## src/rtl/ysyx_22040237_lsu_pkg.sv

```systemverilog
// Shared LSU definitions: ls_info bit positions, FSM state encoding, access
// size codes and small decode helpers used by the LSU top and its aligner.
package ysyx_22040237_lsu_pkg;

  // ls_info bus layout: {dw, word, db, byte, usign, store, load}
  localparam int LS_INFO_W = 7;
  localparam int LS_LOAD   = 0;
  localparam int LS_STORE  = 1;
  localparam int LS_USIGN  = 2;
  localparam int LS_BYTE   = 3;
  localparam int LS_DB     = 4;
  localparam int LS_WORD   = 5;
  localparam int LS_DW     = 6;

  typedef enum logic [1:0] {
    LSU_IDLE = 2'd0,
    LSU_REQ  = 2'd1,
    LSU_RSP  = 2'd2,
    LSU_WB   = 2'd3
  } lsu_state_e;

  // log2 of the access size in bytes
  typedef enum logic [1:0] {
    SIZE_B = 2'd0,
    SIZE_H = 2'd1,
    SIZE_W = 2'd2,
    SIZE_D = 2'd3
  } lsu_size_e;

  // Size bits are {dw, word, db, byte}; a non-one-hot pattern is rejected
  // separately, so the fallback code here never reaches memory.
  function automatic lsu_size_e size_code(input logic [3:0] sz);
    lsu_size_e code;
    case (sz)
      4'b0010: code = SIZE_H;
      4'b0100: code = SIZE_W;
      4'b1000: code = SIZE_D;
      default: code = SIZE_B;
    endcase
    return code;
  endfunction

  function automatic logic size_is_onehot(input logic [3:0] sz);
    return (sz != 4'd0) && ((sz & (sz - 4'd1)) == 4'd0);
  endfunction

  function automatic logic misaligned(input lsu_size_e sz, input logic [2:0] off);
    logic bad;
    case (sz)
      SIZE_H:  bad = off[0];
      SIZE_W:  bad = |off[1:0];
      SIZE_D:  bad = |off;
      default: bad = 1'b0;
    endcase
    return bad;
  endfunction

endpackage

```

## src/rtl/ysyx_22040237_lsu_align.sv

```systemverilog
// Byte-lane aligner for the LSU (purely combinational).
// Ports:
//   store_i      : access is a store (write mask forced to 0 otherwise)
//   usign_i      : zero-extend load data instead of sign-extending
//   size_i       : access size code
//   off_i        : byte offset inside the 8-byte beat
//   rs2_i        : store data, LSB-justified
//   rdata_i      : full 8-byte read beat
//   wmask_o      : byte-lane write mask
//   wdata_o      : store data shifted to its lanes
//   load_data_o  : extracted, extended load result
module ysyx_22040237_lsu_align
  import ysyx_22040237_lsu_pkg::*;
#(
  parameter int XLEN = 64
) (
  input  logic            store_i,
  input  logic            usign_i,
  input  lsu_size_e       size_i,
  input  logic [2:0]      off_i,
  input  logic [XLEN-1:0] rs2_i,
  input  logic [XLEN-1:0] rdata_i,
  output logic [7:0]      wmask_o,
  output logic [XLEN-1:0] wdata_o,
  output logic [XLEN-1:0] load_data_o
);

  logic [5:0]      bit_off;
  logic [7:0]      base_mask;
  logic [XLEN-1:0] shifted;
  logic            sext;

  assign bit_off = {off_i, 3'b000};

  always_comb begin
    case (size_i)
      SIZE_H:  base_mask = 8'h03;
      SIZE_W:  base_mask = 8'h0F;
      SIZE_D:  base_mask = 8'hFF;
      default: base_mask = 8'h01;
    endcase
  end

  // Only aligned accesses reach memory, so the shifted mask never overflows.
  assign wmask_o = store_i ? (base_mask << off_i) : 8'h00;
  assign wdata_o = rs2_i << bit_off;
  assign shifted = rdata_i >> bit_off;
  assign sext    = ~usign_i;

  always_comb begin
    case (size_i)
      SIZE_B:  load_data_o = {{(XLEN-8){sext & shifted[7]}},   shifted[7:0]};
      SIZE_H:  load_data_o = {{(XLEN-16){sext & shifted[15]}}, shifted[15:0]};
      SIZE_W:  load_data_o = {{(XLEN-32){sext & shifted[31]}}, shifted[31:0]};
      default: load_data_o = shifted;
    endcase
  end

endmodule

```

## src/rtl/ysyx_22040237_lsu.sv

```systemverilog
// Load/store unit: captures one instruction, issues at most one memory
// request, waits for its response and hands the result to writeback.
// Non-memory instructions pass addr_i straight to writeback.
// Ports:
//   clk, rst                 : clock, asynchronous active-low reset
//   ls_valid_i / ls_ready_o  : upstream handshake (ready only in IDLE)
//   ls_info_bus_i            : {dw, word, db, byte, usign, store, load}
//   addr_i, rs2_store_i      : effective address / ALU result, store data
//   rd_wr_en_i, rd_idx_i     : destination register control
//   mem_req_*                : request channel (8-byte aligned address)
//   mem_rsp_*                : response channel (full 8-byte beat)
//   wb_*                     : writeback channel
//   ls_err_o                 : one-cycle pulse following capture of an illegal op
module ysyx_22040237_lsu
  import ysyx_22040237_lsu_pkg::*;
#(
  parameter int XLEN = 64,
  parameter int AW   = 64
) (
  input  logic                 clk,
  input  logic                 rst,
  input  logic                 ls_valid_i,
  output logic                 ls_ready_o,
  input  logic [LS_INFO_W-1:0] ls_info_bus_i,
  input  logic [XLEN-1:0]      addr_i,
  input  logic [XLEN-1:0]      rs2_store_i,
  input  logic                 rd_wr_en_i,
  input  logic [4:0]           rd_idx_i,
  output logic                 mem_req_valid_o,
  input  logic                 mem_req_ready_i,
  output logic                 mem_req_we_o,
  output logic [AW-1:0]        mem_req_addr_o,
  output logic [XLEN-1:0]      mem_req_wdata_o,
  output logic [7:0]           mem_req_wmask_o,
  input  logic                 mem_rsp_valid_i,
  input  logic [XLEN-1:0]      mem_rsp_rdata_i,
  output logic                 mem_rsp_ready_o,
  output logic                 wb_valid_o,
  input  logic                 wb_ready_i,
  output logic                 wb_rd_wr_en_o,
  output logic [4:0]           wb_rd_idx_o,
  output logic [XLEN-1:0]      wb_data_o,
  output logic                 ls_err_o
);

  lsu_state_e state_q, state_d;

  logic [LS_INFO_W-1:0] info_q;
  logic [XLEN-1:0]      addr_q;
  logic [XLEN-1:0]      rs2_q;
  logic [4:0]           rd_idx_q;
  logic                 wb_rd_wr_en_q;
  logic [XLEN-1:0]      wb_data_q;
  logic                 ls_err_q;

  // Decode of the incoming instruction, used only at capture time.
  logic      load_in, store_in, ls_in, err_in, capture;
  lsu_size_e size_in;

  assign load_in  = ls_info_bus_i[LS_LOAD];
  assign store_in = ls_info_bus_i[LS_STORE];
  assign ls_in    = load_in | store_in;
  assign size_in  = size_code(ls_info_bus_i[LS_DW:LS_BYTE]);
  assign err_in   = (load_in & store_in)
                  | (ls_in & (~size_is_onehot(ls_info_bus_i[LS_DW:LS_BYTE])
                              | misaligned(size_in, addr_i[2:0])));
  assign capture  = ls_valid_i & (state_q == LSU_IDLE);

  always_comb begin
    state_d         = state_q;
    ls_ready_o      = 1'b0;
    mem_req_valid_o = 1'b0;
    mem_rsp_ready_o = 1'b0;
    wb_valid_o      = 1'b0;
    case (state_q)
      LSU_IDLE: begin
        ls_ready_o = 1'b1;
        if (ls_valid_i) state_d = (err_in || !ls_in) ? LSU_WB : LSU_REQ;
      end
      LSU_REQ: begin
        mem_req_valid_o = 1'b1;
        if (mem_req_ready_i) state_d = LSU_RSP;
      end
      LSU_RSP: begin
        mem_rsp_ready_o = 1'b1;
        if (mem_rsp_valid_i) state_d = LSU_WB;
      end
      LSU_WB: begin
        wb_valid_o = 1'b1;
        if (wb_ready_i) state_d = LSU_IDLE;
      end
      default: state_d = LSU_IDLE;
    endcase
  end

  always_ff @(posedge clk or negedge rst) begin
    if (!rst) state_q <= LSU_IDLE;
    else      state_q <= state_d;
  end

  logic [XLEN-1:0] load_data;

  ysyx_22040237_lsu_align #(.XLEN(XLEN)) u_align (
    .store_i     (info_q[LS_STORE]),
    .usign_i     (info_q[LS_USIGN]),
    .size_i      (size_code(info_q[LS_DW:LS_BYTE])),
    .off_i       (addr_q[2:0]),
    .rs2_i       (rs2_q),
    .rdata_i     (mem_rsp_rdata_i),
    .wmask_o     (mem_req_wmask_o),
    .wdata_o     (mem_req_wdata_o),
    .load_data_o (load_data)
  );

  always_ff @(posedge clk or negedge rst) begin
    if (!rst) begin
      info_q        <= '0;
      addr_q        <= '0;
      rs2_q         <= '0;
      rd_idx_q      <= '0;
      wb_rd_wr_en_q <= 1'b0;
      wb_data_q     <= '0;
      ls_err_q      <= 1'b0;
    end else begin
      ls_err_q <= capture & err_in;
      if (capture) begin
        info_q        <= ls_info_bus_i;
        addr_q        <= addr_i;
        rs2_q         <= rs2_store_i;
        rd_idx_q      <= rd_idx_i;
        // Stores and rejected ops never write the register file.
        wb_rd_wr_en_q <= rd_wr_en_i & ~store_in & ~err_in;
        wb_data_q     <= ls_in ? '0 : addr_i;
      end else if (state_q == LSU_RSP && mem_rsp_valid_i) begin
        wb_data_q <= info_q[LS_LOAD] ? load_data : '0;
      end
    end
  end

  logic [AW-1:0] addr_aw;
  assign addr_aw        = AW'(addr_q);
  assign mem_req_addr_o = addr_aw & ~AW'(3'b111);
  assign mem_req_we_o   = info_q[LS_STORE];
  assign wb_rd_wr_en_o  = wb_rd_wr_en_q;
  assign wb_rd_idx_o    = rd_idx_q;
  assign wb_data_o      = wb_data_q;
  assign ls_err_o       = ls_err_q;

endmodule

```

## config.mk

```make
export PLATFORM = sky130hd
export DESIGN_NAME = ysyx_22040237_lsu
export DESIGN_NICKNAME = d
export VERILOG_FILES = /design/src/rtl/ysyx_22040237_lsu_pkg.sv /design/src/rtl/ysyx_22040237_lsu_align.sv /design/src/rtl/ysyx_22040237_lsu.sv
export SDC_FILE = /design/constraint.sdc
export NUM_CORES = 1
export LEC_CHECK = 0
export CORE_ASPECT_RATIO = 2
export CORE_MARGIN = 2
export CORE_UTILIZATION = 48
export CTS_BUF_LIST = sky130_fd_sc_hd__clkbuf_4 sky130_fd_sc_hd__clkbuf_8
export DETAILED_ROUTE_END_ITERATION = 12
export PLACE_DENSITY_LB_ADDON = 0.08
export SETUP_SLACK_MARGIN = 0.3
export SYNTH_ARGS = -nofsm -noshare
export SYNTH_HDL_FRONTEND = slang
export SYNTH_SLANG_ARGS = --single-unit
```

## constraint.sdc

```tcl
create_clock -name clk -period 3.19 [get_ports clk]
set_input_delay 0.957 -clock clk [delete_from_list [all_inputs] [get_ports clk]]
set_output_delay 0.957 -clock clk [all_outputs]
set_load 0.005 [all_outputs]
```

; ---- Yosys cells after proc, flatten, opt, wreduce, memory -nomap -nowiden
; Cells that the tools add are included.
[totals]
reg_bits = 208
in_bits = 211
out_inout_bits = 212
word_cells = 80
[classes]
add_sub_neg = 1
n_eq_ne = 19
shift = 3
muxes = 20
n_bitwise = 17
reduce_logical = 12
[ops]
columns = operator, n
row1 = two-way mux 64 bit, 4
row2 = one-hot mux 64 bit (3 select lines), 1
row3 = left shift 64 x 6 -> 64 bit, 1
row4 = right shift 64 x 6 -> 64 bit, 1
row5 = one-hot mux 8 bit (3 select lines), 1
row6 = "== test 2 bit, second input constant", 6
row7 = one-hot mux 2 bit (3 select lines), 2
row8 = two-way mux 2 bit, 5
row9 = bitwise AND 1 bit, 9
row10 = "== test 4 x 2 -> 1 bit, second input constant", 2
row11 = "== test 4 x 3 -> 1 bit, second input constant", 2
row12 = "== test 4 bit, second input constant", 2
row13 = two-way mux 8 bit, 1
row14 = "!= test 2 bit, second input constant", 4
row15 = one-hot mux 2 bit (4 select lines), 1
row16 = left shift 8 x 3 -> 8 bit, 1
row17 = "== test 2 x 1 -> 1 bit, second input constant", 3
row18 = bitwise AND 4 bit, 1
row19 = logical NOT 2 bit, 2
row20 = logical NOT 4 bit, 1
row21 = two-way mux 1 bit, 4
row22 = NOT 1 bit, 4
row23 = AND reduction 4 bit, 1
row24 = nonzero test 4 bit, 1
row25 = 9 further kinds, 12

; ---- Longest topological paths before layout
[logic_depth]
ltp_word = 12
mapped_depth = 9
mapped_depth_nobuf = 8

; ---- Cells and area by module
; Synthesis repeated with hierarchy kept, for this count alone.
[hier_totals]
hier_cells = 1255
hier_area_um2 = 13067.5
[by_module_without_submodules]
columns = mod, n_inst, cells_each, area_per_inst_um2, seq_area_each_um2
row1 = ysyx_22040237_lsu, 1, 688, 8892.3, 5205.0
row2 = ysyx_22040237_lsu_align, 1, 567, 4175.3, 0.0

; ---- Worst setup path after synthesis
; No wires, ideal clock.
[synth_timing]
path_type = reg2out
from = register addr_q[0], in the netlist addr_aw[0]
to = output mem_req_wmask_o[7]
arrival_ps = 1779
t_required_ps = 2233
path_slack_ps = 454
path_stages_with_launch = 8
n_path_buf = 5
cell_sequence = dfrtp_1 -> buf_2 -> buf_2 -> buf_2 -> buf_2 -> buf_1 -> a21oi_1 -> a211oi_1
[synth_between]
elab_chain_cells = 2
[synth_rtl]
columns = item, line
row1 = "start, declared", ysyx_22040237_lsu.sv:49  ; logic [XLEN-1:0] addr_q;
row2 = "start signal, assigned", ysyx_22040237_lsu.sv:128  ; addr_q <= addr_i;
row3 = left shift 8 x 3 -> 8 bit, ysyx_22040237_lsu_align.sv:45  ; assign wmask_o = store_i ? (base_mask << off_i) : 8'h00;
row4 = two-way mux 8 bit, ysyx_22040237_lsu_align.sv:45
row5 = "end, declared", ysyx_22040237_lsu.sv:34  ; output logic [7:0] mem_req_wmask_o,
; No other way between the ends.

; ---- Final worst setup path
[layout_timing]
from = register addr_q[1], in the netlist addr_aw[1]
to = output mem_req_wdata_o[54]
[layout_between]
elab_chain_cells = 1
[layout_rtl]
columns = item, line
row1 = left shift 64 x 6 -> 64 bit, ysyx_22040237_lsu_align.sv:46  ; assign wdata_o = rs2_i << bit_off;
row2 = "end, declared", ysyx_22040237_lsu.sv:33  ; output logic [XLEN-1:0] mem_req_wdata_o,
; No other way between the ends.

==> summary.md <==
| Metric | Value |
|---|---|
| Status | finished with violations |
| Failing checks | negative setup slack |
| Syn Inst Count | 1546 |
| Max Clock Skew | ~0.021 ns |
| Hold Slack | between 0.3 and 0.4 ns |
| Power Density | ~1100 mW/mm^2 |
| Layout cell share with drive strength beyond 1 | 0.2441 |
| Post-synth EDFFs | 0 |
| Post-Synth XOR/XNOR Area | 0.001412 |
| Drt first pass iters | 6 |
| Ys Warns | 0 |
| Crit Path Max Fanout | 6 |
| Max_cap viols | 0 |
| Cts bufs inserted | 34 |
| Netlist cell types | 49 |
| Largest family of logic cells by synthesized area | simple AND/OR/NAND/NOR gates |
| Clk sinks | between 200 and 250 |
| Global Route Usage Sum | 0.3843 |
| Critical path required time | approximately 2.2 ns |
| Post-route ant nets | 0 |
| Met3 Use GR | 0.06447 |
| Initial Util | 0.4856 |
| Ranking of synthesized cells by area | dfrtp_1 (42%), nand2_1 (16%), mux2i_1 (6.6%) |
| Die Height | 231.4 um |
| Setup crit start kind | flop |
| Seq/Total Area, Yosys | 0.4196 |
| Global-route wire length before repair | between 70000 and 80000 um |
| DRC violations left | 0 |
| Die area | approximately 0.027 mm^2 |
| Most used DFF post-synth | dfrtp_1 |
| Final period util | 1.061 |
| Grt met2 use | 0.6942 |
| GRT busiest layer | met2 |
| Core area | 0.02555 mm^2 |
| Area share of the largest cell type after synthesis | 0.4196 |
| Mux cell area share after synthesis | 0.1088 |
| Compound-Gate Fraction of Synth Area | 0.1570 |
| Hold crit path type | primary input to async pin |
| Final setup viols | 17 |
| Max-Slew Margin vs Limit | 0.5309 |
| Peak supply drop | approximately 0.70 mV |
| Unrepaired setup endpoints after global routing | yes |
| Top Ports | around 420 |
| Hold violation total from the final report | 0 |
| Worst Setup Slack, final | -0.1935 ns |
| Place WS | -0.05595 ns |
| Final Non-Filler Cells | between 2000 and 2500 |
| Clock latency on the worst-skew pair | 0.56 ns |
| Wire per inst | between 20 and 25 um |
| Initial drt markers | roughly 1100 |
| Port buffer count | ~420 |
| Critical path class | flop to output pin |
| Die W | roughly 120 um |
| Root buffer cell | clkbuf_8 |
| Fraction of the mapped netlist area in simple logic gates | 0.2257 |
| CTS H-tree lvls | 2 |
| Area Growth Syn to Fin | 54.42% |
| Post-layout minimum cycle time | 3.384 ns |
| GP Congestion | between 0.9 and 1 |
| Total global routing overflow | 0 |
| Vias per inst | ~5.7 |
| Hold_buf cts | 0 |
| Final #Nets | around 2200 |
| Met1 global-route usage | 0.3901 |
| Clock-pin slew on the worst setup and hold paths | around 0.070 ns |
| Pins Over Slew Limit | 0 |
| WP data arrival | about 2.4 ns |
| Commonest cells in the synthesized netlist | nand2_1 (520), dfrtp_1 (208), nor2_1 (131), a21oi_1 (110), mux2i_1 (82) |
| DRT Wirelength | 54130 um |
| Syn Std Cell Area | ~0.012 mm^2 |
| Setup TNS | -1.071 ns |
| DPL Wire Length | approximately 39000 um |
| Ys async rst share | 1.000 |
| FP Rows | between 80 and 90 |
| Count leader, synth | nand2_1 |
| Critical Path Sink Type | output pin |
| Vias in the first global route | between 10000 and 15000 |
| Seq cells post-synth | between 200 and 250 |
| Deepest clock path buffer count | 3 |
| Initial antenna violation count | 3 |
| Synthesized area per cell | around 8 um^2 |
| Synth Area in Adders | 0.004841 |
| Inst Count DP | 2196 |
| Leading area contributor after synthesis | dfrtp_1 |
| Worst Tran Pin Value | 0.6962 ns |
| CTS tree | built |
| Largest net degree at the start of global routing | 76 |
| Vias | between 10000 and 15000 |
| Leakage | approximately 8.8 nW |
| Fmax | 295.6 MHz |
| Overall Power | 0.02128 W |
[report_power, final]
| group | total, W | switching, W | internal, W |
|---|---|---|---|
| clock | 0.00265 | 0.00114 | 0.00151 |
| sequential | 0.00504 | 0.00117 | 0.00387 |
| combinational | 0.0136 | 0.00688 | 0.00671 |
[per-layer routing]
layer	routed length (um)	vias to the layer above
met4	5185	2
met1	17590	6310
met5	14	-
met2	27910	714
li1	-	5974
met3	3425	242
[registers in the layout (all words and copies together) (netlist names)]
| register | count |
|---|---|
| state_q | 2 |
| rs2_q | 64 |
| addr_aw | 64 |
| info_q | 7 |
| wb_rd_idx_o | 5 |
| ls_err_o | 1 |
| wb_rd_wr_en_o | 1 |
| wb_data_o | 64 |
[cell type report]
type	instances	area (um^2)
Antenna cell	2	5.005
Sequential cell	208	5214
Inverter	15	63.81
Fill cell	1946	6390
Clock inverter	4	72.57
Multi-Input combinational cell	1147	7191
Tap cell	340	425.4
Clock buffer	53	679.4
Timing Repair Buffer	552	5507
[kinds of logic (layout without fill, tap and decap cells)]
logic type	after synthesis	in the layout
and+or+nand+nor	709	709
AOI/OAI and AO/OA	301	301
DFF	208	208
buffers and inverters	193	624
muxes	127	127
adders and majority gates	5	5
xor gates and xnor gates	2	2
other	1	5
[critical path: stages (launching register included)]
cell,delay [ns]
dfrtp_4,0.49
buf_12,0.14
buf_12,0.13
buf_8,0.13
buf_6,0.11
mux2_4,0.31
nor2_4,0.13
a21oi_2,0.06
nor2_1,0.18
a21oi_2,0.06
buf_2,0.15
[through the flow]
stage | instance area (um^2) | util
2_1_floorplan | 12410 | -
3_3_place_gp | 16760 | 0.6560
3_5_place_dp | 16760 | 0.6560
4_1_cts | 18630 | 0.7292
5_1_grt | 19160 | 0.7499
6_report | 19160 | 0.7499
[path summary, 6_finish.rpt]
path / start / endpoint / slack (ns) / cells past startpoint
min in group clk: addr_aw[54]$_DFFE_PN0P_ / addr_aw[54]$_DFFE_PN0P_ / 0.47 / 2
max in group asynchronous: rst / addr_aw[56]$_DFFE_PN0P_ / 2.15 / 2
hold / removal: rst / wb_rd_idx_o[4]$_DFFE_PN0P_ / 0.33 / 1
hold reg to reg: addr_aw[54]$_DFFE_PN0P_ / addr_aw[54]$_DFFE_PN0P_ / 0.47 / 2
setup reg to reg: addr_aw[1]$_DFFE_PN0P_ / wb_data_o[12]$_DFFE_PN0P_ / 0.40 / 11
setup / recovery: addr_aw[1]$_DFFE_PN0P_ / mem_req_wdata_o[54] / -0.19 / 10
[repair_timing]
action | 4_1_cts | 5_1_grt
setup buffers | 46 | 11
cloned | 9 | 0
gates resized for setup | 454 | 123
pin swaps | 57 | 36
setup endpoints to repair | 75 | 98
[layout by cell type, fill, tap and decap left out, types with 12 or more instances in the layout]
cell type	netlist	final
a21oi_2	0	23
buf_12	0	20
nand2_1	520	509
nor2_4	0	20
a22oi_1	26	26
o21ai_0	61	48
buf_4	65	68
mux2i_4	0	20
o21ai_2	20	26
dfrtp_1	208	205
clkbuf_8	0	47
inv_1	15	12
mux2i_1	82	57
clkdlybuf4s50_1	0	347
a222oi_1	23	23
buf_6	3	38
nor2_1	131	97
mux2_2	43	33
nor2_2	0	14
buf_2	24	58
o211ai_1	14	14
and2_4	0	13
a21oi_1	110	76
No activity file was read; power rests on OpenSTA's default activity.
